`config.mk`:
```
export PLATFORM = sky130hd
export DESIGN_NAME = uart_tx_arbiter_flat
export DESIGN_NICKNAME = d
export VERILOG_FILES = /design/src/rtl/uart_tx_arbiter_if.sv /design/src/rtl/uart_tx_arbiter.sv /design/src/flat_wrapper.sv
export SDC_FILE = /design/constraint.sdc
export NUM_CORES = 1
export LEC_CHECK = 0
export CAP_MARGIN = 5
export CORE_MARGIN = 2
export CORE_UTILIZATION = 56
export CTS_CLUSTER_DIAMETER = 120
export CTS_CLUSTER_SIZE = 28
export DETAILED_ROUTE_END_ITERATION = 8
export DONT_BUFFER_PORTS = 1
export PLACE_DENSITY = 0.8
export SYNTH_ARGS = -nofsm -noshare
export SYNTH_HDL_FRONTEND = slang
export SYNTH_SLANG_ARGS = --single-unit
```
`constraint.sdc`:
```
create_clock -name clk_i -period 1.73 [get_ports clk_i]
set_clock_uncertainty 0.05 [all_clocks]
set_input_delay 0 -clock clk_i [delete_from_list [all_inputs] [get_ports clk_i]]
set_output_delay 0 -clock clk_i [all_outputs]
set_load 0.02 [all_outputs]
```
`src/rtl/uart_tx_arbiter_if.sv`:
```
// Byte-request and UART transmitter bundle shared between the requesters/transmitter
// (master side) and the round-robin arbiter (slave side).
interface uart_tx_arbiter_if #(
    parameter int unsigned NREQ = 4
);
    logic [NREQ-1:0]   req;
    logic [NREQ-1:0]   lock;
    logic [8*NREQ-1:0] req_data;
    logic [NREQ-1:0]   gnt;
    logic [NREQ-1:0]   ack;
    logic [NREQ-1:0]   done;
    logic [7:0]        tx_p_data;
    logic              tx_data_valid;
    logic              tx_busy;
    logic              to_err;

    modport master (
        output req, lock, req_data, tx_busy,
        input  gnt, ack, done, tx_p_data, tx_data_valid, to_err
    );

    modport slave (
        input  req, lock, req_data, tx_busy,
        output gnt, ack, done, tx_p_data, tx_data_valid, to_err
    );
endinterface

```
`src/rtl/uart_tx_arbiter.sv`:
```
// Round-robin arbiter sharing one UART transmitter among NREQ byte requesters,
// with locked bursts and a watchdog for a transmitter that never goes busy.
module uart_tx_arbiter #(
    parameter int unsigned NREQ         = 4,
    parameter int unsigned BUSY_TIMEOUT = 15
) (
    input  logic             clk_i,
    input  logic             rst_ni,
    uart_tx_arbiter_if.slave bus
);
    localparam int unsigned   PW       = (NREQ > 1) ? $clog2(NREQ) : 1;
    localparam int unsigned   CW       = $clog2(BUSY_TIMEOUT + 1);
    localparam logic [CW-1:0] CNT_LAST = CW'(BUSY_TIMEOUT - 1);
    localparam logic [CW-1:0] CNT_MAX  = {CW{1'b1}};

    typedef enum logic [1:0] {
        IDLE,
        ISSUE,
        WAIT_BUSY,
        WAIT_DONE
    } state_e;

    state_e          state_q;
    logic [PW-1:0]   ptr_q;
    logic [PW-1:0]   owner_q;
    logic [CW-1:0]   cnt_q;
    logic [NREQ-1:0] gnt_q;
    logic [NREQ-1:0] ack_q;
    logic [NREQ-1:0] done_q;
    logic [7:0]      tx_p_data_q;
    logic            tx_data_valid_q;
    logic            to_err_q;

    logic [PW-1:0]   win_c;
    logic            win_found_c;
    logic [PW-1:0]   ptr_next_c;
    logic [7:0]      win_data_c;
    logic [7:0]      own_data_c;
    logic            own_burst_c;
    int unsigned     idx_c;

    // First requester at or after ptr, wrapping modulo NREQ.
    always_comb begin
        win_c       = '0;
        win_found_c = 1'b0;
        idx_c       = 0;
        for (int unsigned i = 0; i < NREQ; i++) begin
            idx_c = (32'(ptr_q) + i) % NREQ;
            if (!win_found_c && bus.req[PW'(idx_c)]) begin
                win_found_c = 1'b1;
                win_c       = PW'(idx_c);
            end
        end
    end

    assign ptr_next_c  = (owner_q == PW'(NREQ - 1)) ? '0 : owner_q + PW'(1);
    assign win_data_c  = bus.req_data[{win_c, 3'b000} +: 8];
    assign own_data_c  = bus.req_data[{owner_q, 3'b000} +: 8];
    assign own_burst_c = bus.lock[owner_q] && bus.req[owner_q];

    always_ff @(posedge clk_i) begin
        if (!rst_ni) begin
            state_q         <= IDLE;
            ptr_q           <= '0;
            owner_q         <= '0;
            cnt_q           <= '0;
            gnt_q           <= '0;
            ack_q           <= '0;
            done_q          <= '0;
            tx_p_data_q     <= '0;
            tx_data_valid_q <= 1'b0;
            to_err_q        <= 1'b0;
        end else begin
            ack_q           <= '0;
            done_q          <= '0;
            tx_data_valid_q <= 1'b0;
            to_err_q        <= 1'b0;
            case (state_q)
                IDLE: begin
                    if (win_found_c && !bus.tx_busy) begin
                        owner_q     <= win_c;
                        gnt_q       <= NREQ'(1) << win_c;
                        tx_p_data_q <= win_data_c;
                        state_q     <= ISSUE;
                    end
                end
                ISSUE: begin
                    tx_data_valid_q <= 1'b1;
                    ack_q           <= gnt_q;
                    cnt_q           <= '0;
                    state_q         <= WAIT_BUSY;
                end
                WAIT_BUSY: begin
                    if (bus.tx_busy) begin
                        state_q <= WAIT_DONE;
                    end else if (cnt_q == CNT_LAST) begin
                        // Transmitter never started: drop the byte, no completion.
                        to_err_q <= 1'b1;
                        gnt_q    <= '0;
                        ptr_q    <= ptr_next_c;
                        state_q  <= IDLE;
                    end else if (cnt_q != CNT_MAX) begin
                        cnt_q <= cnt_q + CW'(1);
                    end
                end
                WAIT_DONE: begin
                    if (!bus.tx_busy) begin
                        done_q <= gnt_q;
                        if (own_burst_c) begin
                            tx_p_data_q <= own_data_c;
                            state_q     <= ISSUE;
                        end else begin
                            gnt_q   <= '0;
                            ptr_q   <= ptr_next_c;
                            state_q <= IDLE;
                        end
                    end
                end
                default: state_q <= IDLE;
            endcase
        end
    end

    assign bus.gnt           = gnt_q;
    assign bus.ack           = ack_q;
    assign bus.done          = done_q;
    assign bus.tx_p_data     = tx_p_data_q;
    assign bus.tx_data_valid = tx_data_valid_q;
    assign bus.to_err        = to_err_q;
endmodule

```
`src/flat_wrapper.sv`:
```
// flat-port wrapper written by rule: the top's interface ports become plain ports
module uart_tx_arbiter_flat 
#(
    parameter int unsigned NREQ         = 4,
    parameter int unsigned BUSY_TIMEOUT = 15
)
  (clk_i, rst_ni, bus_req, bus_lock, bus_req_data, bus_tx_busy, bus_gnt, bus_ack, bus_done, bus_tx_p_data, bus_tx_data_valid, bus_to_err);
  uart_tx_arbiter_if #(.NREQ(NREQ)) bus_i ();
  input  logic clk_i;
  input  logic rst_ni;
  input wire logic [$bits(bus_i.req)-1:0] bus_req;
  input wire logic [$bits(bus_i.lock)-1:0] bus_lock;
  input wire logic [$bits(bus_i.req_data)-1:0] bus_req_data;
  input wire logic [$bits(bus_i.tx_busy)-1:0] bus_tx_busy;
  output wire logic [$bits(bus_i.gnt)-1:0] bus_gnt;
  output wire logic [$bits(bus_i.ack)-1:0] bus_ack;
  output wire logic [$bits(bus_i.done)-1:0] bus_done;
  output wire logic [$bits(bus_i.tx_p_data)-1:0] bus_tx_p_data;
  output wire logic [$bits(bus_i.tx_data_valid)-1:0] bus_tx_data_valid;
  output wire logic [$bits(bus_i.to_err)-1:0] bus_to_err;
  assign bus_i.req = bus_req;
  assign bus_i.lock = bus_lock;
  assign bus_i.req_data = bus_req_data;
  assign bus_i.tx_busy = bus_tx_busy;
  assign bus_gnt = bus_i.gnt;
  assign bus_ack = bus_i.ack;
  assign bus_done = bus_i.done;
  assign bus_tx_p_data = bus_i.tx_p_data;
  assign bus_tx_data_valid = bus_i.tx_data_valid;
  assign bus_to_err = bus_i.to_err;
  uart_tx_arbiter #(.NREQ(NREQ), .BUSY_TIMEOUT(BUSY_TIMEOUT)) u_core (.clk_i(clk_i), .rst_ni(rst_ni), .bus(bus_i));
endmodule
```
==> impl_metrics.tcl <==
set metrics [dict create \
    run_status "finished with violations" \
    failed_checks "negative hold slack, negative setup slack" \
    via_count 1830 \
    min_path_cells 2 \
    residual_antenna_violating_net_count_after_detailed_routing 0 \
    grt_start_max_net_pins 33 \
    achievable-frequency_mhz 538 \
    first_global_vias 1774 \
    sw_share_pct 29.3 \
    crit_path_start_kind "flop" \
    cellLeakagePower_uw 0.000792 \
    syn-cell-area_mm2 0.00185 \
    hp-class "primary input to flop" \
    arrival_ns 2.07 \
    startpoint_to_endpoint_class_of_the_critical_path "flop to flop" \
    grt_first_pass_wirelength_mm 8.38 \
    synth.net_count 260 \
    layout-area-overhead-vs-synth_pct 25.9 \
    synthFlopType "dfxtp_1" \
    dpl.hpwl_mm 3.35 \
    p_seq_share_pct 46.5 \
    library_cell_contributing_the_largest_single_delay_on_the_critical_path "mux4_2" \
    crit_path_cells "mux4_2 -> o31ai_4 -> buf_12 -> o211ai_1 -> a31oi_1" \
    ir_drop_mv 0.402 \
    numClockSinks 32 \
    final_period_minus_worst_setup_slack_ns 1.86 \
    io_pins 65 \
    global_route.usage.met1_pct 35.6 \
    final.setup.worst_slack_ns -0.128 \
    share_clk_of_total_power_pct 31.8 \
    detailedRoute.firstPassIterationCount 7 \
    clk_buf_depth 2 \
    fillers 224 \
    cts_root_buf "clkbuf_4" \
    internal_power_uw 1260 \
    share_comb_of_total_power_pct 21.6 \
    cts.hold.buffers_added 18 \
    drt-initial-drc-count 83 \
    yosysTopAreaCell "dfxtp_1" \
    setup_viol 13 \
    routedWlPerCell_um 18.3 \
    ys_async_sr_fraction_pct 0 \
    hold_viol 9 \
    powerDensity_mw_per_mm2 763 \
    finalWeightedCongestion 1.02 \
    synth_cells 214 \
    finalNonFillerCells 284 \
    max_cap_violations 0 \
    avgViaCountPerCell 6.44 \
    busiest_grt_layer "met2" \
    synth.yosys.warnings 0 \
    synth_area_leaders "dfxtp_1 (35%), o31a_1 (8.0%), nor4b_1 (7.6%)" \
    highest_net_fanout_along_the_worst_path 16 \
    fin_setup_tns_ns -0.766 \
    number_of_flip_flops_and_latches_in_the_synthesized_netlist 32 \
    grt_overflow 0 \
    slew_at_the_pin_closest_to_its_max_slew_limit_ns 0.493 \
    remaining_routing_drc_violations 0 \
    gr-usage-met2_pct 50.8 \
    drv_slew 0 \
    reg2regPathDepth 5 \
    io_buffers 0 \
    synth_sequential_area_ratio_pct 34.6 \
    synthesis.area_per_instance_um2 8.66 \
    synth.distinct_cells 38 \
    die_width_um 61.5 \
    initial_antenna_violation_count 0 \
    hold_ws_ns -0.155 \
    most_frequent_cells_in_the_layout "dfxtp_1 (28), nand2_1 (23), dlygate4sd3_1 (18)" \
    multi_input_comb_area_mm2 0.00120 \
    grt_util_met3_pct 8.61 \
    start_util_pct 59.7 \
    crit_path_max_incr_delay_ns 0.56 \
    synth_largest_type_area_fraction_pct 34.6 \
    post_synth_edffs 0 \
    cts-htree-levels 2 \
    net-switching-power_uw 521 \
    finalWirelength_mm 5.19 \
    maxSlewHeadroom_pct 67.1 \
    skew_pair_late_insertion_delay_ns 0.34 \
    final.period_utilization_pct 107 \
    coreArea_mm2 0.00310 \
    die_height_um 61.5 \
    clock_tree_from_tritoncts "done" \
    design.die.area_mm2 0.00379 \
    mostFrequentLayoutCell "dfxtp_1" \
    place.detailed.instances 257 \
    final_layout_size_suffix_gt1_share_pct 17.5 \
    std_cell_rows 20 \
    cts.reportedPaths.clkPinSlew_ns 0.11 \
    rsz0062_at_grt "yes" \
    tot_gr_track_use_pct 30.1 \
    worst_setup_path_end_kind "flop" \
    ff_latch_area_um2 648 \
    worst_path_required_ns 1.94 \
    layout.nets 285 \
    number_of_buffers_added_by_the_clock_tree_synthesis_step 5 \
    antennaDiodeCount 0 \
]
sequential cells by signal, indices dropped and copies added, names as in the netlist:
name,count
u_core.bus.tx_p_data,8
u_core.bus.to_err,1
u_core.bus.gnt,4
u_core.bus.tx_data_valid,1
u_core.cnt_q,4
u_core.ptr_q,2
u_core.state_q,2
u_core.owner_q,2
u_core.bus.ack,4
u_core.bus.done,4
layer usage:
metal  share of wire (%)  wire, um
met5                   0         0
met3                 6.9       358
met4                 2.0       106
met1                  39      2010
met2                  52      2720
final timing paths:
path / from / endpoint / slack, ns
hold / removal: bus_tx_busy / u_core.state_q[0] / -0.16
setup / recovery: u_core.owner_q[0] / u_core.bus.tx_p_data[6] / -0.13
hold reg to reg: u_core.ptr_q[1] / u_core.ptr_q[1] / 0.47
setup reg to reg: u_core.owner_q[0] / u_core.bus.tx_p_data[6] / -0.13
power groups by stage:
stage	sequential, uW	combinational [uW]	clock (uW)
6_report	829	385	567
3_5_place_dp	845	317	0
4_1_cts	829	364	574
5_1_grt	835	414	616
2_1_floorplan	835	231	0
3_3_place_gp	843	304	0
synth_stat cells (2+ instances only):
master	instances
dfxtp_1	32
nand2_1	23
o211ai_1	17
o31a_1	17
nor4b_1	16
nor2_1	14
clkbuf_1	13
and2_1	10
a21oi_1	9
a31oi_1	8
o21a_1	6
mux2i_1	4
nand2b_1	4
o21ai_0	4
and3_1	3
ha_1	3
nand3_1	3
nor2b_1	3
inv_1	2
nor3_1	2
nor3b_1	2
or4_1	2
xor2_1	2
cell type report:
| class | instances | area share [%] |
|---|---|---|
| timing repair buffer | 32 | 14.4 |
| inverter | 3 | 0.483 |
| clock buffer | 5 | 1.61 |
| clock inverter | 3 | 1.82 |
| sequential | 32 | 27.8 |
| tap | 44 | 2.36 |
| multi-input combinational | 165 | 51.6 |
worst max-delay path, delay by kind of cell, from the launching register on:
| family | cells | cell delay, ns |
|---|---|---|
| AOI/OAI and AO/OA | 3 | 0.63 |
| muxes | 1 | 0.56 |
| DFF | 1 | 0.36 |
| buffers and inverters | 1 | 0.18 |
cell families (layout without fill, tap and decap cells):
family	after synthesis	in the layout	share of synthesized area [%]
AND/OR/NAND/NOR	85	85	25.9
AO/OA/AOI/OAI	69	69	28.7
flip-flops	32	32	34.6
buffers and inverters	17	43	3.85
multiplexers	6	6	3.98
adder cells (fa/ha/maj)	3	3	2.03
XOR/XNOR	2	2	0.945
through the flow:
stage / hold slack, ns / power (uW) / cell area (um^2) / utilization, % / worst slack (ns)
6_report: -0.155 / 1780 / 2330 / 75.2 / -0.128
5_1_grt: -0.152 / 1870 / 2330 / 75.2 / -0.179
4_1_cts: -0.175 / 1770 / 2300 / 74.2 / -0.0584
3_5_place_dp: 0.0735 / 1160 / 2010 / 64.8 / -0.0822
3_3_place_gp: 0.0742 / 1150 / 2010 / 64.8 / -0.0152
2_1_floorplan: 0.0675 / 1070 / 1860 / - / -0.0682
timing repair:
item,4_1_cts,5_1_grt
endpoints found under the setup margin,9,15
hold endpoints to repair,26,8
buffers inserted,1,0
pin swaps,1,2
resized for setup,8,8
(Power assumes the default switching activity.)
